[config.mk]
export PLATFORM = sky130hd
export DESIGN_NAME = slt_seq
export DESIGN_NICKNAME = d
export VERILOG_FILES = /design/src/rtl/slt_seq.sv
export SDC_FILE = /design/constraint.sdc
export NUM_CORES = 1
export LEC_CHECK = 0
export ABC_CLOCK_PERIOD_IN_PS = 2100
export CAP_MARGIN = 20
export CORE_MARGIN = 5
export CORE_UTILIZATION = 47
export DETAILED_ROUTE_END_ITERATION = 16
export MAX_ROUTING_LAYER = met4
export PLACE_DENSITY = 0.77
export SETUP_SLACK_MARGIN = 0.1
export SYNTH_ARGS = -nofsm -noshare
export SYNTH_HDL_FRONTEND = slang
export SYNTH_SLANG_ARGS = --single-unit
[constraint.sdc]
create_clock -name clk -period 2.1 [get_ports clk]
set_clock_uncertainty 0.2 [all_clocks]
set_input_delay 0.42 -clock clk [delete_from_list [all_inputs] [get_ports clk]]
set_output_delay 0.42 -clock clk [all_outputs]
set_load 0.02 [all_outputs]
[src/rtl/slt_seq.sv]
// Multi-cycle magnitude comparator: walks the operands W bits per cycle from the MSB
// and stops on the first differing chunk. Signed mode flips the sign bits at capture.
module slt_seq #(
  parameter int unsigned N = 32,
  parameter int unsigned W = 8
) (
  input  logic         clk,
  input  logic         rst_n,
  input  logic         in_valid,
  output logic         in_ready,
  input  logic [N-1:0] a,
  input  logic [N-1:0] b,
  input  logic         is_signed,
  output logic         out_valid,
  input  logic         out_ready,
  output logic         lt,
  output logic         eq,
  output logic         gt
);

  localparam int unsigned NCH = N / W;
  localparam int unsigned CW  = (NCH > 1) ? $clog2(NCH) : 1;

  localparam logic [1:0] S_IDLE = 2'd0;
  localparam logic [1:0] S_RUN  = 2'd1;
  localparam logic [1:0] S_DONE = 2'd2;

  logic [1:0]    state_q, state_d;
  logic [N-1:0]  a_q, a_d, b_q, b_d;
  logic [N-1:0]  a_sh, b_sh;
  logic [CW-1:0] cnt_q, cnt_d;
  logic          lt_q, lt_d, eq_q, eq_d, gt_q, gt_d;
  logic          out_valid_q, out_valid_d;
  logic          in_ready_q, in_ready_d;
  logic [W-1:0]  chunk_a, chunk_b;

  assign chunk_a = a_q[N-1 -: W];
  assign chunk_b = b_q[N-1 -: W];

  // Single-chunk operands never shift, which avoids a zero-width slice when W == N.
  generate
    if (NCH > 1) begin : g_shift
      assign a_sh = {a_q[N-W-1:0], {W{1'b0}}};
      assign b_sh = {b_q[N-W-1:0], {W{1'b0}}};
    end else begin : g_noshift
      assign a_sh = a_q;
      assign b_sh = b_q;
    end
  endgenerate

  always_comb begin
    state_d     = state_q;
    a_d         = a_q;
    b_d         = b_q;
    cnt_d       = cnt_q;
    lt_d        = lt_q;
    eq_d        = eq_q;
    gt_d        = gt_q;
    out_valid_d = out_valid_q;

    case (state_q)
      S_IDLE: begin
        if (in_valid) begin
          // Flipping the sign bit maps two's-complement order onto unsigned order.
          a_d        = a;
          b_d        = b;
          a_d[N-1]   = a[N-1] ^ is_signed;
          b_d[N-1]   = b[N-1] ^ is_signed;
          cnt_d      = '0;
          state_d    = S_RUN;
        end
      end
      S_RUN: begin
        if (chunk_a > chunk_b) begin
          gt_d        = 1'b1;
          lt_d        = 1'b0;
          eq_d        = 1'b0;
          out_valid_d = 1'b1;
          state_d     = S_DONE;
        end else if (chunk_a < chunk_b) begin
          lt_d        = 1'b1;
          gt_d        = 1'b0;
          eq_d        = 1'b0;
          out_valid_d = 1'b1;
          state_d     = S_DONE;
        end else if (cnt_q == CW'(NCH - 1)) begin
          eq_d        = 1'b1;
          lt_d        = 1'b0;
          gt_d        = 1'b0;
          out_valid_d = 1'b1;
          state_d     = S_DONE;
        end else begin
          a_d   = a_sh;
          b_d   = b_sh;
          cnt_d = cnt_q + CW'(1);
        end
      end
      S_DONE: begin
        if (out_ready) begin
          lt_d        = 1'b0;
          eq_d        = 1'b0;
          gt_d        = 1'b0;
          out_valid_d = 1'b0;
          state_d     = S_IDLE;
        end
      end
      default: begin
        lt_d        = 1'b0;
        eq_d        = 1'b0;
        gt_d        = 1'b0;
        out_valid_d = 1'b0;
        state_d     = S_IDLE;
      end
    endcase

    in_ready_d = (state_d == S_IDLE);
  end

  always_ff @(posedge clk or negedge rst_n) begin
    if (!rst_n) begin
      state_q     <= S_IDLE;
      a_q         <= '0;
      b_q         <= '0;
      cnt_q       <= '0;
      lt_q        <= 1'b0;
      eq_q        <= 1'b0;
      gt_q        <= 1'b0;
      out_valid_q <= 1'b0;
      in_ready_q  <= 1'b1;
    end else begin
      state_q     <= state_d;
      a_q         <= a_d;
      b_q         <= b_d;
      cnt_q       <= cnt_d;
      lt_q        <= lt_d;
      eq_q        <= eq_d;
      gt_q        <= gt_d;
      out_valid_q <= out_valid_d;
      in_ready_q  <= in_ready_d;
    end
  end

  assign in_ready  = in_ready_q;
  assign out_valid = out_valid_q;
  assign lt        = lt_q;
  assign eq        = eq_q;
  assign gt        = gt_q;

endmodule

==> impl_metrics.py, run 1 <==
metrics = {
    "global_route": {
        "grt_pass1_vias": 2916,
        "grt_pass1_wl_um": 14800,
        "track_usage_pct": 19.8,
        "antenna_found_initial": 0,
        "grt-ovfl-total": 0,
        "grt_max_degree": 40,
    },
    "yosys": {
        "synth_nets": 379,
        "yosysMostFrequentCell": "mux2_2",
        "synth_top_cell_by_area": "dfrtp_1",
        "yosysWarningCount": 0,
        "synth-edff-count": 0,
        "syn_avg_cell_area_um2": 12.5,
        "syn_inst": 301,
        "yosys_register_bits": 73,
        "synth_flop_cell": "dfrtp_1",
        "synth-async-reset-ratio_pct": 100,
        "synth_top_area_share_pct": 47.8,
        "ys_seq_area_share_pct": 48.5,
        "synth.top_cells.by_count": "mux2_2, dfrtp_1, a21oi_1",
        "synth_area_leaders": "dfrtp_1, mux2_2, mux2i_1, o2bb2ai_1, nor2b_1",
        "synth_area_um2": 3770,
        "synth_cell_types": 36,
    },
    "sta": {
        "setup_viol": 70,
        "slew_viol_final": 0,
        "fmaxAchievable_mhz": 425,
        "hold_viol": 0,
        "worst_pin_slew_ns": 0.462,
        "fin_crit_sh_pct": 112,
        "relSlewSlack_pct": 68.9,
        "fin_crit_ns": 2.35,
        "rsz0062_at_grt": "yes",
        "setup_ws_ns": -0.251,
    },
    "setup_path": {
        "startpoint_type": "flip-flop",
        "critical_path_arrival_ns": 2.36,
        "path_buf_inv": 1,
        "slowest_stage": "dfrtp_1",
        "path_cells": "ha_1 -> nand2_1 -> o21a_1 -> a311oi_2 -> a31o_4 -> buf_12 -> mux2_2",
        "worstPathRequired_ns": 2.11,
        "critPathCaptureType": "flip-flop",
        "path_delay_family": "compound AO/OA/AOI/OAI gates",
        "max_stage_delay_ns": 0.39,
        "crit_path_max_fanout": 13,
        "crit_type": "reg2reg",
    },
    "power_and_ir_drop": {
        "power.density_nw_per_um2": 1360,
        "ir_worst_vdd_mv": 0.582,
        "finalPower_mw": 7.20,
        "p_leak_nw": 2.25,
    },
    "route": {
        "vias_per_cell": 5.35,
        "finalWirelength_um": 9370,
        "postRouteAntennaNets": 0,
        "num_vias": 2708,
        "drt_first_pass_iters": 4,
        "drtIter0Drc": 87,
        "routedWlPerCell_um": 18.5,
        "route.detailed.drc": 0,
    },
    "floorplanning": {
        "die_y_um": 99.5,
        "die_w_um": 99.5,
        "num_rows": 32,
        "io_pins": 74,
        "die_area_um2": 9900,
        "start_util_pct": 48.5,
        "fp.coreArea_um2": 7770,
    },
    "placed_design": {
        "io_buffers": 73,
        "dp_hpwl_um": 6400,
        "place_ws_ns": -0.274,
        "globalplace.congestion": 0.789,
    },
    "layout": {
        "utilization_pct": 68.3,
        "fin_nets": 479,
        "diodes": 0,
        "syn_to_final_growth_pct": 40.8,
        "final_layout_size_suffix_gt1_share_pct": 37.4,
    },
    "clock_tree": {
        "numCtsBuffers": 9,
        "cts_root_buf": "clkbuf_8",
        "cts.htree.levels": 3,
        "cts_buffer_depth": 2,
        "clk_latency_ns": 0.34,
        "cts_tree": "done",
        "clk_pin_slew_ns": 0.08,
        "clock-sinks": 73,
    },
    "hold_path": {
        "hp-class": "in2async",
    },
    "run": {
        "cap_violations": 0,
    },
    "status": {
        "outcome": "complete, but fails checks",
        "failed_checks": "setup timing",
    },
}
[routing by layer]
| metal | share of wire [%] | track usage [%] | vias to the layer above |
|---|---|---|---|
| li1 | - | - | 1288 |
| met1 | 45 | 24.9 | 1351 |
| met2 | 50 | 32.0 | 60 |
| met3 | 4.1 | 5.26 | 9 |
| met4 | 1.1 | 4.83 | 0 |
| met5 | 0 | - | - |
[cell type report]
| cell class | count | area, um2 |
|---|---|---|
| flip-flops and latches | 73 | 1830 |
| clock inverters | 3 | 42.5 |
| well taps | 102 | 128 |
| inverters | 10 | 37.5 |
| fillers | 554 | 2470 |
| multi-input cells | 201 | 2050 |
| repair buffers | 106 | 1080 |
| clock buffers | 11 | 141 |
[where the power goes]
part,switching [mW],internal [mW]
Clock,0.501,0.567
Sequential,0.423,2.10
Combinational,1.52,2.09
[per-stage QoR]
| step | setup TNS, ns | instance area, um2 | hold slack, ns | std cells |
|---|---|---|---|---|
| 2_1_floorplan | -2.82 | 3790 | -0.0756 | 301 |
| 3_3_place_gp | -6.84 | 4780 | 0.0640 | 485 |
| 3_5_place_dp | -10.78 | 4780 | 0.0661 | 485 |
| 4_1_cts | -9.00 | 5140 | 0.263 | 503 |
| 5_1_grt | -16.21 | 5300 | 0.270 | 506 |
| 6_report | -12.29 | 5300 | 0.255 | 506 |
[kinds of logic after synthesis]
group	Yosys count	share of synthesized area (%)
simple gates	40	5.85
compound gates	56	10.6
flops	73	48.5
xor+xnor	2	0.465
fa+ha+maj	9	2.99
buf+inv	27	3.82
mux	94	27.7
[registers in the layout, summed over array words and instances (netlist names)]
| register | cells |
|---|---|
| b_q | 32 |
| eq | 1 |
| a_q | 32 |
| cnt_q | 2 |
| gt | 1 |
| lt | 1 |
| out_valid | 1 |
| state_q | 2 |
| in_ready | 1 |
[timing repair]
item	CTS	global route
gates resized for setup	33	27
hold buffers	1	0
endpoints found under the setup margin	71	70
buffers inserted	2	3
endpoints found under the hold margin	47	0
gates cloned	1	0
pin swaps	9	6
[worst register-to-register path: cells and delay by family, from the launching register on]
kind | cells | cell delay (ns)
flops | 1 | 0.39
buf+inv | 1 | 0.18
simple gates | 1 | 0.07
fa+ha+maj | 1 | 0.32
compound gates | 3 | 0.71
mux | 1 | 0.35
[cells in the final DEF, fill, tap and decap left out, types with 2 or more instances in the layout]
cell,count
xnor2_1,2
buf_12,4
o211ai_1,2
buf_4,20
nor2b_4,2
ha_1,5
ha_4,4
clkbuf_8,10
mux2i_1,14
nor2_1,2
nand2_1,10
a21oi_2,2
mux2_4,28
o2bb2ai_1,16
inv_1,8
o21ai_0,4
nor2b_1,17
and4_4,2
dfrtp_1,72
clkdlybuf4s50_1,71
buf_6,8
o21ai_2,3
a21oi_1,18
mux2_2,51
inv_2,2
[final timing paths]
check	start	endpoint	depth (start not counted)	slack (ns)
setup / recovery	a_q[30]	a_q[25]	7	-0.25
hold / removal	rst_n	a_q[5]	2	0.26
setup reg to reg	a_q[30]	a_q[25]	7	-0.25
hold reg to reg	b_q[5]	b_q[5]	1	0.31
max in group asynchronous	rst_n	b_q[27]	3	0.87
min in group clk	b_q[5]	b_q[5]	1	0.31
Power figures use the tool's default switching activity.
==> run 2: changes to the inputs <==
--- a/config.mk
+++ b/config.mk
@@ -10,4 +10,5 @@
 export CORE_MARGIN = 5
 export CORE_UTILIZATION = 47
+export CTS_CLUSTER_SIZE = 28
 export DETAILED_ROUTE_END_ITERATION = 16
 export MAX_ROUTING_LAYER = met4
==> constraint.sdc (replaced) <==
create_clock -name clk -period 2.1 [get_ports clk]
set_clock_uncertainty 0.2 [all_clocks]
set_input_delay 0.315 -clock clk [delete_from_list [all_inputs] [get_ports clk]]
set_output_delay 0.315 -clock clk [all_outputs]
set_load 0.02 [all_outputs]
==> run 2 against run 1 <==
Compared with the run above: the run still ends with setup timing left; utilization up 1.2 points; total power up 6.0%; critical path depth unchanged; largest cell class unchanged; routed wire length up 6.9%; sequential cell count unchanged; critical path type unchanged.
==> impl_metrics.py, run 2 (synthesis results as in run 1) <==
metrics = {
    "route": {
        "finalWirelength_um": 10000,
        "num_vias": 2743,
        "postRouteAntennaNets": 0,
        "vias_per_cell": 5.40,
        "routedWlPerCell_um": 19.7,
        "drt_first_pass_iters": 4,
        "m1WireLength_um": 4340,
        "route.met2.wl_um": 5070,
        "drtIter0Drc": 116,
        "route.detailed.drc": 0,
        "top_layer": "met4",
        "route.met3.wl_um": 425,
    },
    "setup_path": {
        "startpoint_type": "flip-flop",
        "worstPathRequired_ns": 2.14,
        "max_stage_delay_ns": 0.40,
        "critical_path_arrival_ns": 2.42,
        "critPathCaptureType": "flip-flop",
        "path_buf_inv": 1,
        "crit_type": "reg2reg",
        "path_cells": "ha_1 -> and4_4 -> nand2_2 -> a311oi_2 -> a31o_4 -> clkbuf_16 -> mux2_2",
        "crit_path_max_fanout": 7,
        "path_delay_family": "compound AO/OA/AOI/OAI gates",
        "slowest_stage": "dfrtp_1",
    },
    "layout": {
        "final_layout_size_suffix_gt1_share_pct": 38.4,
        "fin_area_um2": 5390,
        "layout_commonest_cell": "dfrtp_1",
        "reg_top3": "a_q x32, b_q x32",
        "fin_nets": 479,
        "diodes": 0,
        "syn_to_final_growth_pct": 43.2,
        "fillers": 562,
        "utilization_pct": 69.4,
        "final_cell_mix": "dfrtp_1, clkdlybuf4s50_1, mux2_2",
    },
    "floorplanning": {
        "num_rows": 32,
        "fp.coreArea_um2": 7770,
        "io_pins": 74,
        "start_util_pct": 48.5,
        "die_y_um": 99.5,
        "die_area_um2": 9900,
        "die_w_um": 99.5,
    },
    "clock_tree": {
        "cts.htree.levels": 3,
        "numCtsBuffers": 9,
        "clock-sinks": 73,
        "cts_tree": "done",
        "cts_root_buf": "clkbuf_8",
        "clk_latency_ns": 0.36,
        "cts_buffer_depth": 2,
        "clk_pin_slew_ns": 0.08,
    },
    "sta": {
        "worst_pin_slew_ns": 0.502,
        "fin_crit_sh_pct": 113,
        "setup_viol": 70,
        "fin_crit_ns": 2.38,
        "relSlewSlack_pct": 66.2,
        "hold_viol": 0,
        "slew_viol_final": 0,
        "rsz0062_at_grt": "yes",
        "hold_slack_ns": 0.253,
        "setup_ws_ns": -0.282,
        "fmaxAchievable_mhz": 420,
    },
    "run": {
        "cap_violations": 0,
    },
    "placed_design": {
        "globalplace.congestion": 0.793,
        "dp_hpwl_um": 6300,
        "place_ws_ns": -0.271,
        "io_buffers": 73,
        "placed_cell_area_um2": 4770,
    },
    "power_and_ir_drop": {
        "p_leak_nw": 2.30,
        "ir_worst_vdd_mv": 0.641,
        "finalPower_mw": 7.63,
        "power.density_nw_per_um2": 1420,
    },
    "global_route": {
        "antenna_found_initial": 0,
        "grt_pass1_wl_um": 15900,
        "grt_pass1_vias": 3073,
        "grt_max_degree": 40,
        "grt-ovfl-total": 0,
        "track_usage_pct": 21.1,
    },
    "hold_path": {
        "hp-class": "in2async",
    },
    "status": {
        "outcome": "complete, but fails checks",
        "failed_checks": "setup timing",
    },
}
## run 2: what timing repair did
| action | 4_1_cts | 5_1_grt |
|---|---|---|
| buffers inserted | 4 | 3 |
| hold buffers | 1 | 0 |
| setup endpoints to repair | 71 | 70 |
| pin swaps | 10 | 4 |
| gates resized for setup | 46 | 22 |
| cloned | 1 | 1 |
| endpoints found under the hold margin | 34 | 0 |
## run 2: where the power goes
group          internal [mW]  switching, mW  total [mW]
Sequential              2.10          0.450        2.55
Clock                  0.791          0.543        1.33
Combinational           2.18           1.57        3.75
## run 2: worst paths after layout
kind,start,end,slack [ns],depth (start not counted)
min in group clk,b_q[11],b_q[11],0.31,1
worst min-delay path,rst_n,a_q[5],0.25,2
worst min register to register,b_q[11],b_q[11],0.31,1
max in group asynchronous,rst_n,in_ready,0.81,3
worst max-delay path,a_q[28],a_q[27],-0.28,7
worst max register to register,a_q[28],a_q[27],-0.28,7
## run 2: final cells by class
| type | instances | area [um2] | share of cell area (%) |
|---|---|---|---|
| clock inverter | 5 | 104 | 1.93 |
| timing repair buffer | 106 | 1090 | 20.1 |
| tap | 102 | 128 | 2.37 |
| clock buffer | 11 | 131 | 2.44 |
| multi-input combinational | 201 | 2080 | 38.5 |
| inverter | 10 | 37.5 | 0.696 |
| sequential | 73 | 1830 | 33.9 |
## run 2: metal layers
metal  up-vias  track usage, %
met5         -               -
met1      1366            26.0
li1       1288               -
met4         0            6.83
met2        73            34.6
met3        16            4.70
## run 2: per-stage QoR
step,std cells,TNS [ns]
2_1_floorplan,301,-2.82
3_3_place_gp,484,-6.68
3_5_place_dp,484,-11.73
4_1_cts,506,-8.94
5_1_grt,508,-16.39
6_report,508,-13.00
==> run 3: changes to the inputs <==
CORE_UTILIZATION = 48   (was 47)
CTS_BUF_LIST = sky130_fd_sc_hd__clkbuf_4 sky130_fd_sc_hd__clkbuf_8   (was not set)
PLACE_DENSITY = 0.78   (was 0.77)
==> run 3 against run 2 <==
Compared with the run above: setup slack got worse by 0.087 ns; largest cell class unchanged; largest power group unchanged; clock power increased by 4%; routed wire length rose by 3.8%; the flow still finishes with violations (setup timing).
==> impl_metrics.py, run 3 (synthesis results as in run 1) <==
metrics = {
    "placed_design": {
        "dp_hpwl_um": 6130,
        "io_buffers": 73,
        "placedCellCount": 487,
        "globalplace.congestion": 0.833,
    },
    "route": {
        "route.met2.wl_um": 5440,
        "postRouteAntennaNets": 0,
        "num_vias": 2803,
        "vias_per_cell": 5.42,
        "top_layer": "met4",
        "routedWlPerCell_um": 20.1,
        "drtIter0Drc": 135,
        "route.met3.wl_um": 406,
        "drt_first_pass_iters": 4,
        "route.detailed.drc": 0,
        "finalWirelength_um": 10400,
        "m1WireLength_um": 4390,
    },
    "setup_path": {
        "critPathCaptureType": "flip-flop",
        "rr_worst_depth": 8,
        "startpoint_type": "flip-flop",
        "crit_type": "reg2reg",
        "worstPathRequired_ns": 2.14,
        "reg2reg_to": "a_q[9]",
        "critical_path_arrival_ns": 2.51,
        "reg2reg_slack_ns": -0.37,
        "crit_path_max_fanout": 9,
        "regToRegStartpoint": "a_q[29]",
    },
    "hold_path": {
        "hp-class": "in2async",
    },
    "sta": {
        "fmaxAchievable_mhz": 405,
        "fin_crit_sh_pct": 118,
        "fin_crit_ns": 2.47,
        "slew_viol_final": 0,
        "rsz0062_at_grt": "yes",
        "setup_ws_ns": -0.369,
        "setup_viol": 70,
        "relSlewSlack_pct": 60.1,
        "worst_pin_slew_ns": 0.592,
        "hold_viol": 0,
        "finalSetupTns_ns": -17.81,
    },
    "clock_tree": {
        "clock-sinks": 73,
        "cts_buffer_depth": 2,
        "cts_tree": "done",
        "cts_root_buf": "clkbuf_8",
        "cts.htree.levels": 3,
        "numCtsBuffers": 9,
        "clk_pin_slew_ns": 0.08,
        "clk_latency_ns": 0.35,
    },
    "global_route": {
        "grt_pass1_wl_um": 15300,
        "track_usage_pct": 20.6,
        "grt_max_degree": 46,
        "grt_pass1_vias": 3006,
        "grt-ovfl-total": 0,
        "antenna_found_initial": 0,
    },
    "layout": {
        "fin_cells": 517,
        "fillers": 495,
        "reg_top3": "a_q x32, b_q x32",
        "syn_to_final_growth_pct": 47.7,
        "diodes": 0,
        "regArea_um2": 1830,
        "utilization_pct": 72.3,
        "fin_nets": 488,
        "final_layout_size_suffix_gt1_share_pct": 39.3,
        "final_cell_mix": "dfrtp_1, clkdlybuf4s50_1, mux2_2",
        "multi_input_area_um2": 2070,
    },
    "floorplanning": {
        "die_area_um2": 9720,
        "die_w_um": 98.6,
        "start_util_pct": 49.0,
        "num_rows": 32,
        "die_y_um": 98.6,
        "io_pins": 74,
        "fp.coreArea_um2": 7690,
    },
    "power_and_ir_drop": {
        "ir_worst_vdd_mv": 0.776,
        "p_leak_nw": 2.39,
        "power.density_nw_per_um2": 1420,
    },
    "run": {
        "cap_violations": 0,
    },
    "status": {
        "outcome": "complete, but fails checks",
        "failed_checks": "setup timing",
    },
}
==> run 3: cell types whose count changed in the layout (fill, tap and decap cells not counted), moves of 2 or more <==
cell	before	now
mux2_2	45	40
mux2_4	34	39
buf_12	3	7
buf_6	7	9
clkbuf_1	2	0
o2bb2ai_1	13	15
o2bb2ai_2	3	1
==> run 3: routing by layer <==
metal	vias up	GRT usage, %
met2	64	34.3
li1	1307	-
met3	16	4.10
met5	-	-
met4	0	6.83
met1	1416	25.3
==> run 3: worst max-delay path: stages, from the launching register on <==
cell	delay [ns]
dfrtp_1	0.43
ha_4	0.29
a21oi_2	0.04
o21a_1	0.22
a311oi_2	0.34
a31o_2	0.22
buf_12	0.15
buf_12	0.15
mux2_4	0.31
==> run 3: worst max-delay path by stage <==
stage | startpoint | to | slack (ns)
after global routing | a_q[29] | b_q[24] | -0.42
after floorplan | b_q[25] | a_q[20] | -0.14
after global placement | a_q[31] | b_q[11] | -0.16
after CTS | a_q[25] | a_q[21] | -0.21
after detailed placement | a_q[31] | b_q[23] | -0.21
final | a_q[29] | a_q[9] | -0.37
==> run 3: final cells by class <==
cell class                 count  share of cell area [%]
inverter                      10                   0.675
clock inverter                 5                    1.84
timing repair buffer         115                    22.4
tap                          102                    2.29
sequential                    73                    32.9
clock buffer                  11                    2.61
multi-input combinational    201                    37.3
==> run 3: repair_timing <==
item	CTS	global route
hold buffers	1	0
pin swaps	8	10
gates resized for setup	26	47
cloned	2	2
setup buffers	7	2
hold endpoints to repair	14	0
endpoints found under the setup margin	70	71
==> run 3: per-stage QoR <==
| step | area, um2 | worst slack [ns] | power (mW) | hold slack, ns |
|---|---|---|---|---|
| 6_report | 5560 | -0.369 | 7.91 | 0.243 |
| 5_1_grt | 5560 | -0.424 | 8.32 | 0.271 |
| 4_1_cts | 5300 | -0.213 | 7.26 | 0.212 |
| 3_5_place_dp | 4820 | -0.213 | 5.52 | 0.0527 |
| 3_3_place_gp | 4820 | -0.157 | 5.37 | 0.0522 |
| 2_1_floorplan | 3790 | -0.136 | 4.42 | -0.181 |
==> run 3: power breakdown <==
| part | internal [mW] | switching [mW] | leakage (nW) |
|---|---|---|---|
| registers | 2.10 | 0.454 | 0.876 |
| clock network | 0.834 | 0.551 | 0.123 |
| logic | 2.37 | 1.61 | 1.39 |
| total | 5.30 | 2.61 | 2.39 |
